===== src/rtl/trap_ctrl.sv =====
// Trap controller: takes exceptions and interrupts from EX, redirects fetch, handles MRET return and the trap CSRs.
// Build option: define TRAP_VECTORED_EN so interrupts target TVEC + 4*idx; otherwise every trap targets TVEC.
module trap_ctrl #(
  parameter int unsigned N_IRQ    = 8,
  parameter logic [31:0] TVEC_RST = 32'h0000_0100
) (
  input  logic             clk,
  input  logic             reset,
  input  logic [N_IRQ-1:0] irq_in,
  input  logic             ex_valid,
  input  logic [31:0]      ex_pc,
  input  logic             exc_valid,
  input  logic [4:0]       exc_code,
  input  logic             mret,
  input  logic             csr_we,
  input  logic [2:0]       csr_addr,
  input  logic [31:0]      csr_wdata,
  output logic [31:0]      csr_rdata,
  output logic             redirect,
  output logic [31:0]      redirect_pc,
  output logic             flush,
  output logic             in_trap,
  output logic             double_fault
);

  localparam int unsigned IDX_W = 5;

  localparam logic [1:0] RUN     = 2'd0;
  localparam logic [1:0] ENTER   = 2'd1;
  localparam logic [1:0] HANDLER = 2'd2;
  localparam logic [1:0] RETURN  = 2'd3;

  localparam logic [2:0] A_STATUS = 3'd0;
  localparam logic [2:0] A_MASK   = 3'd1;
  localparam logic [2:0] A_PEND   = 3'd2;
  localparam logic [2:0] A_SEPC   = 3'd3;
  localparam logic [2:0] A_SCAUSE = 3'd4;
  localparam logic [2:0] A_TVEC   = 3'd5;

  logic [1:0]       state_q, state_d;
  logic             ie_q, ie_d;
  logic             exl_q, exl_d;
  logic [N_IRQ-1:0] mask_q, mask_d;
  logic [N_IRQ-1:0] pend_q, pend_d;
  logic [N_IRQ-1:0] irq_q;
  logic [31:0]      sepc_q, sepc_d;
  logic [31:0]      scause_q, scause_d;
  logic [31:0]      tvec_q, tvec_d;
  logic             dfault_q, dfault_d;
  logic             redirect_q, redirect_d;
  logic [31:0]      redirect_pc_q, redirect_pc_d;

  logic [N_IRQ-1:0] rise;
  logic [N_IRQ-1:0] elig;
  logic [N_IRQ-1:0] pend_w;
  logic [N_IRQ-1:0] taken_oh;
  logic [IDX_W-1:0] irq_idx;
  logic             irq_any;
  logic [31:0]      irq_tgt;

  // Edge detect and lowest-index-first interrupt selection
  always_comb begin : irq_pick
    rise    = irq_in & ~irq_q;
    elig    = pend_q & mask_q & {N_IRQ{ie_q & ~exl_q}};
    irq_any = |elig;
    irq_idx = '0;
    for (int i = int'(N_IRQ) - 1; i >= 0; i--) begin
      if (elig[i]) irq_idx = IDX_W'(i);
    end
  end

  // Next state: software CSR writes first, hardware updates override them
  always_comb begin : next_state
    state_d       = state_q;
    ie_d          = ie_q;
    exl_d         = exl_q;
    mask_d        = mask_q;
    pend_w        = pend_q;
    sepc_d        = sepc_q;
    scause_d      = scause_q;
    tvec_d        = tvec_q;
    dfault_d      = dfault_q;
    redirect_d    = 1'b0;
    redirect_pc_d = '0;
    taken_oh      = '0;
    irq_tgt       = '0;

    if (csr_we) begin
      case (csr_addr)
        A_STATUS: begin
          ie_d  = csr_wdata[0];
          exl_d = csr_wdata[1];
        end
        A_MASK:   mask_d   = csr_wdata[N_IRQ-1:0];
        A_PEND:   pend_w   = pend_q & ~csr_wdata[N_IRQ-1:0];
        A_SEPC:   sepc_d   = {csr_wdata[31:2], 2'b00};
        A_SCAUSE: scause_d = csr_wdata;
        A_TVEC:   tvec_d   = {csr_wdata[31:2], 2'b00};
        default:  ;
      endcase
    end

`ifdef TRAP_VECTORED_EN
    irq_tgt = tvec_d + (32'(irq_idx) << 2);
`else
    irq_tgt = tvec_d;
`endif

    case (state_q)
      RUN: begin
        if (ex_valid && (exc_valid || irq_any)) begin
          state_d    = ENTER;
          exl_d      = 1'b1;
          sepc_d     = ex_pc;
          redirect_d = 1'b1;
          if (exc_valid) begin
            scause_d      = {27'b0, exc_code};
            redirect_pc_d = tvec_d;
            dfault_d      = dfault_q | exl_q;
          end else begin
            scause_d      = {1'b1, 26'b0, irq_idx};
            taken_oh      = N_IRQ'(1) << irq_idx;
            redirect_pc_d = irq_tgt;
          end
        end
      end
      ENTER:   state_d = HANDLER;
      HANDLER: begin
        if (ex_valid && exc_valid) begin
          dfault_d = 1'b1;
        end else if (ex_valid && mret) begin
          state_d       = RETURN;
          exl_d         = 1'b0;
          redirect_d    = 1'b1;
          redirect_pc_d = sepc_d;
        end
      end
      RETURN:  state_d = RUN;
      default: state_d = RUN;
    endcase

    // A fresh edge re-arms a bit even if it is being taken or cleared this cycle
    pend_d = (pend_w & ~taken_oh) | rise;
  end

  always_ff @(posedge clk or posedge reset) begin : regs
    if (reset) begin
      state_q       <= RUN;
      ie_q          <= 1'b1;
      exl_q         <= 1'b0;
      mask_q        <= '1;
      pend_q        <= '0;
      irq_q         <= '0;
      sepc_q        <= '0;
      scause_q      <= '0;
      tvec_q        <= TVEC_RST;
      dfault_q      <= 1'b0;
      redirect_q    <= 1'b0;
      redirect_pc_q <= '0;
    end else begin
      state_q       <= state_d;
      ie_q          <= ie_d;
      exl_q         <= exl_d;
      mask_q        <= mask_d;
      pend_q        <= pend_d;
      irq_q         <= irq_in;
      sepc_q        <= sepc_d;
      scause_q      <= scause_d;
      tvec_q        <= tvec_d;
      dfault_q      <= dfault_d;
      redirect_q    <= redirect_d;
      redirect_pc_q <= redirect_pc_d;
    end
  end

  always_comb begin : csr_read
    csr_rdata = '0;
    case (csr_addr)
      A_STATUS: csr_rdata = {30'b0, exl_q, ie_q};
      A_MASK:   csr_rdata = 32'(mask_q);
      A_PEND:   csr_rdata = 32'(pend_q);
      A_SEPC:   csr_rdata = sepc_q;
      A_SCAUSE: csr_rdata = scause_q;
      A_TVEC:   csr_rdata = tvec_q;
      default:  csr_rdata = '0;
    endcase
  end

  assign redirect     = redirect_q;
  assign flush        = redirect_q;
  assign redirect_pc  = redirect_pc_q;
  assign in_trap      = exl_q;
  assign double_fault = dfault_q;

endmodule


===== config.mk =====
export PLATFORM = sky130hd
export DESIGN_NAME = trap_ctrl
export DESIGN_NICKNAME = d
export VERILOG_FILES = /design/src/rtl/trap_ctrl.sv
export SDC_FILE = /design/constraint.sdc
export NUM_CORES = 1
export LEC_CHECK = 0
export ABC_AREA = 1
export CAP_MARGIN = 0
export CORE_MARGIN = 2
export CORE_UTILIZATION = 45
export CTS_CLUSTER_DIAMETER = 60
export DETAILED_ROUTE_END_ITERATION = 10
export GPL_TIMING_DRIVEN = 0
export HOLD_SLACK_MARGIN = 0.12
export PLACE_DENSITY = 0.75
export SLEW_MARGIN = 20
export SYNTH_ARGS = -nofsm -noshare
export SYNTH_HDL_FRONTEND = slang
export SYNTH_SLANG_ARGS = --single-unit

===== constraint.sdc =====
create_clock -name clk -period 6.1 [get_ports clk]
set_input_delay 0.61 -clock clk [delete_from_list [all_inputs] [get_ports clk]]
set_output_delay 0.61 -clock clk [all_outputs]
set_load 0.01 [all_outputs]

Word level (Yosys, flattened, before mapping)
Index checks and enable logic that the tools add are counted.

storage, ports and cells
  logic and storage cells = 97
  output and inout bits = 68
  flip-flop bits (word level) = 158

cells by class
  bitwise logic cells = 12
  equal/unequal tests = 13
  shift-type cells = 1
  reduce and logical (&&, ||, !) cells = 12
  muxes and demuxes = 47

operators with widths
  kind                                                                    count
  32-bit two-way mux                                                      14
  32-bit one-hot mux with 6 select lines                                  1
  32-bit one-hot mux with 2 select lines                                  1
  8-bit AND                                                               5
  8-bit two-way mux                                                       5
  5-bit two-way mux                                                       7
  8-bit inverter                                                          3
  1-bit two-way mux                                                       11
  2-bit != test (second input constant)                                   5
  8-bit OR                                                                1
  2-bit one-hot mux with 4 select lines                                   1
  8-bit OR reduction                                                      1
  1-bit by 5-bit left shift with 8-bit output (first input constant)      1
  3-bit by 2-bit equality test with 1-bit output (second input constant)  2
  3-bit equality test (second input constant)                             2
  2-bit two-way mux                                                       3
  1-bit one-hot mux with 2 select lines                                   3
  2-bit equality test (second input constant)                             2
  2-bit AND reduction                                                     2
  4-bit AND reduction                                                     1
  3-bit by 1-bit equality test with 1-bit output (second input constant)  1
  1-bit logical AND                                                       3
  3-bit logical NOT                                                       1
  3-bit two-way mux                                                       1
  other kinds (8)                                                         8

Logic depth before layout (Yosys ltp)
  depth in word-level cells = 18
  mapped depth = 12
  mapped depth without buffers = 12

Worst setup path after synthesis
OpenSTA, ideal clock, no wires.

  kind = input port to output port
  start point = input port csr_addr[1]
  end point = output port csr_rdata[10]
  stages on the path = 7
  path slack = 3.861 ns
  path buffers = 2
  arrival time = 1.629 ns
  cell sequence = nor2_1 -> nand2_1 -> inv_1 -> clkbuf_1 -> buf_2 -> nand2_1 -> o211ai_1

on the way
  word-level cells in the longest chain between the ends = 2
  elaborated cells between the ends (all ways) = 7

ends and longest elaborated chain
  element                                            RTL line  source
  start, declared                                    16        input logic [2:0] csr_addr,
  3-bit equality test, or another cell as far along  178       case (csr_addr)
  32-bit one-hot mux with 6 select lines *           178
  end, declared                                      18        output logic [31:0] csr_rdata,

Mark *: on every way between the ends. The rest lies on a longest branch, timed or not.

Worst setup path in the final report
  start point = input port csr_addr[1]
  end point = output port csr_rdata[19]

Same word-level chain as after synthesis.

==> flow_summary.ini <==
[global_routing]
gr-total-overflow = 0
grt_pass1_wl_um = 37300
grt_pass1_vias = 6937
globalRouteMet2Util_pct = 42.5
busiest_layer = met2
met1_usage_pct = 37.5
grt_max_degree = 83
antenna_found_initial = 0
use_met3_pct = 6.86
gr-usage-all-layers_pct = 27.6

[min_path]
hold_start = double_fault
hp-class = reg2reg

[logic_synthesis]
ys_warn_count = 0
yosysUniqueCellTypes = 36
synth.avg_cell_area_sq_um = 8.06
ys_seq_elements = 158
synth_edf_count = 0
synth_most_common_cell = nand2_1
yosysTopAreaCell = dfrtp_1
synth.top_cell.area_share_pct = 49.6
syn_inst = 926
synth-async-reset-ratio_pct = 100
netlist_top_cells_count = nand2_1 (316), dfrtp_1 (148), inv_1 (129)
syn_area_sq_um = 7470
ys_seq_area_share_pct = 53.1
synth.area.top_cells = dfrtp_1 (50%), nand2_1 (16%), o21ai_0 (7.4%)
synth_nets = 1014
synth_ff_type = dfrtp_1

[final_layout]
finalNetCount = 1187
post-route-util_pct = 60.6
final_layout_size_suffix_gt1_share_pct = 6.38
n_fill_cell = 1430
area_delta_synth_final_pct = 33.2

[place]
io_buffer_count = 153
gp_congestion = 0.962
dpl.hpwl_um = 16500

[power_and_ir_drop]
comb_power_share_pct = 28.6
power_frac_clock_pct = 31.7
power.density_nw_per_um2 = 369
vdd_drop_max_mv = 0.209
p_sw_share_pct = 31.8
p_switching_w = 0.00117
p_leak_nw = 4.81
seq_power_share_pct = 39.8
p_int_w = 0.00251

[clock_network]
cts_buffers = 17
clk_latency_ns = 0.43
cts_max_level = 4
root_buffer = clkbuf_16
postCtsHoldBufs = 0
cts_resized = 0
tritoncts = done
cts_sinks = 158
cts_setup_buffers = 0
clk_path_buf_depth = 2
clk_pin_slew_worst_paths_ns = 0.06

[critical_path]
worstSetupStartpoint = csr_addr[1]
crit_type = in2out
path_cells = clkdlybuf4s50_1, inv_2, nor3_4, inv_1, clkbuf_1, o211ai_1, clkdlybuf4s50_1
cpMostUsedCell = clkdlybuf4s50_1
cpPeakStageDelay_ns = 0.60
crit_path_end_kind = output port
critical_path_buf_inv_count = 5
cpLargestDelayFamily = buffers and inverters
arrival_ns = 3.36
r2r-start = ie_q
worstSetupStartpointType = input port
cp_max_fo = 10
cpMaxStageDelayCell = clkdlybuf4s50_1
worst_ep_required_time_ns = 5.49

[detailed_routing]
firstDrtPassIters = 6
routedWlPerCell_um = 18.0
drt-total-wl_um = 24000
route.detailed.drc = 0
dr_total_vias = 7106
drt_iter0_drc = 723
viasPerCell = 5.33
ant_nets = 0

[floorplan]
fp.dieH_um = 133
die-area_sq_um = 17600
dieWidth_um = 133
core_area_sq_um = 16400
rows = 47
io_pins = 154
initial_core_util_pct = 45.5

[sta]
rsz0062_at_grt = false
hold_viol = 0
finClkSkew_ns = 0.0118
timing.fmax_mhz = 252
timing.final.crit_share_pct = 65.0
fin_tns_setup_ns = 0
max-slew-margin-rel_pct = 45.9
fin_crit_ns = 3.97
setup_violations = 0
worst_slew_pin_slew_ns = 0.811
drv_slew = 0

[run]
max-cap-violations = 0

[run_status]
status = finished, final reports clean
==> registers in the layout, summed over array words and instances (netlist names) <==
signal        cells
state_q           2
ie_q              1
pend_q            8
redirect_pc      32
flush             1
in_trap           1
scause_q         32
irq_q             8
double_fault      1
mask_q            8
sepc_q           32
tvec_q           32
==> layout make-up <==
type / instances / area, sq um / area share (%)
flip-flops and latches: 158 / 3970 / 39.9
inverters: 136 / 518 / 5.21
diodes: 1 / 2.50 / 0.0252
repair buffers: 154 / 1560 / 15.7
multi-input cells: 586 / 2740 / 27.5
plain buffers: 46 / 251 / 2.53
clock inverters: 11 / 188 / 1.89
clock buffers: 21 / 450 / 4.53
well taps: 220 / 275 / 2.77
==> kinds of logic after synthesis <==
group / count (synthesis) / synth area share [%]
AND/OR/NAND/NOR: 354 / 18.7
buffers and inverters: 182 / 10.2
multiplexers: 2 / 0.285
flip-flops: 158 / 53.1
adder cells (fa/ha/maj): 2 / 0.335
AO/OA/AOI/OAI: 228 / 17.3
==> routing by layer <==
metal	vias to the layer above	share of wire, %
met1	3359	42
met2	382	46
li1	3303	-
met4	0	3.3
met5	-	0
met3	62	8.7
==> power groups by stage <==
stage                     sequential [W]  clock [W]  combinational (W)
after global placement           0.00147          0           0.000999
after CTS                        0.00146    0.00117            0.00104
after floorplan                  0.00145          0           0.000632
final                            0.00146    0.00116            0.00105
after detailed placement         0.00147          0            0.00103
after global routing             0.00149    0.00121            0.00117
==> worst register-to-register path: stages (launching register included) <==
cell	delay, ns
dfstp_2	0.56
inv_2	0.06
nor2_4	0.18
nand3_2	0.12
nand3_1	0.14
inv_1	0.07
nand2_2	0.08
nand3_2	0.17
inv_2	0.12
clkbuf_1	0.51
o21ai_0	0.18
==> per-stage QoR <==
step                      power, W  setup slack [ns]  hold slack [ns]  cell area [sq um]  instances
after floorplan            0.00209              1.24            0.455               7470        926
after global placement     0.00247            -0.925            0.458               9270       1299
after detailed placement   0.00250              2.20            0.469               9310       1300
after CTS                  0.00367              2.19            0.482               9950       1332
after global routing       0.00386              2.01            0.518               9950       1332
final                      0.00367              2.13            0.478               9950       1333
==> cell usage in the layout, fill, tap and decap left out, types with 3 or more instances in the layout <==
cell type        netlist  routed
nand4_1                3       3
o211ai_1              29      29
buf_6                  8       8
a22oi_1                4       4
nor2_1                10      10
dfstp_2               10      10
a31oi_1                4       4
buf_2                  6       6
inv_1                129     128
buf_4                  3       3
o21ai_0              111     111
nand3_1               18      18
a221o_1                4       4
clkinv_2               0       4
bufinv_16              0       5
clkbuf_16              0      17
o31ai_1                4       4
a21oi_1                3       3
o21bai_1               4       4
o21ai_1               57      57
clkbuf_1              28      31
clkdlybuf4s50_1        0     153
nand2_1              316     316
inv_2                  5       5
dfrtp_1              148     148
==> final timing paths <==
kind                                  to  slack (ns)  cells after the start
max                        csr_rdata[19]        2.13                      7
min                         double_fault        0.48                      2
max reg2reg                    sepc_q[9]        3.78                     10
min reg2reg                 double_fault        0.48                      2
max in group asynchronous      mask_q[5]        4.66                      3
min in group asynchronous   double_fault        0.66                      2
(Power assumes the default switching activity.)
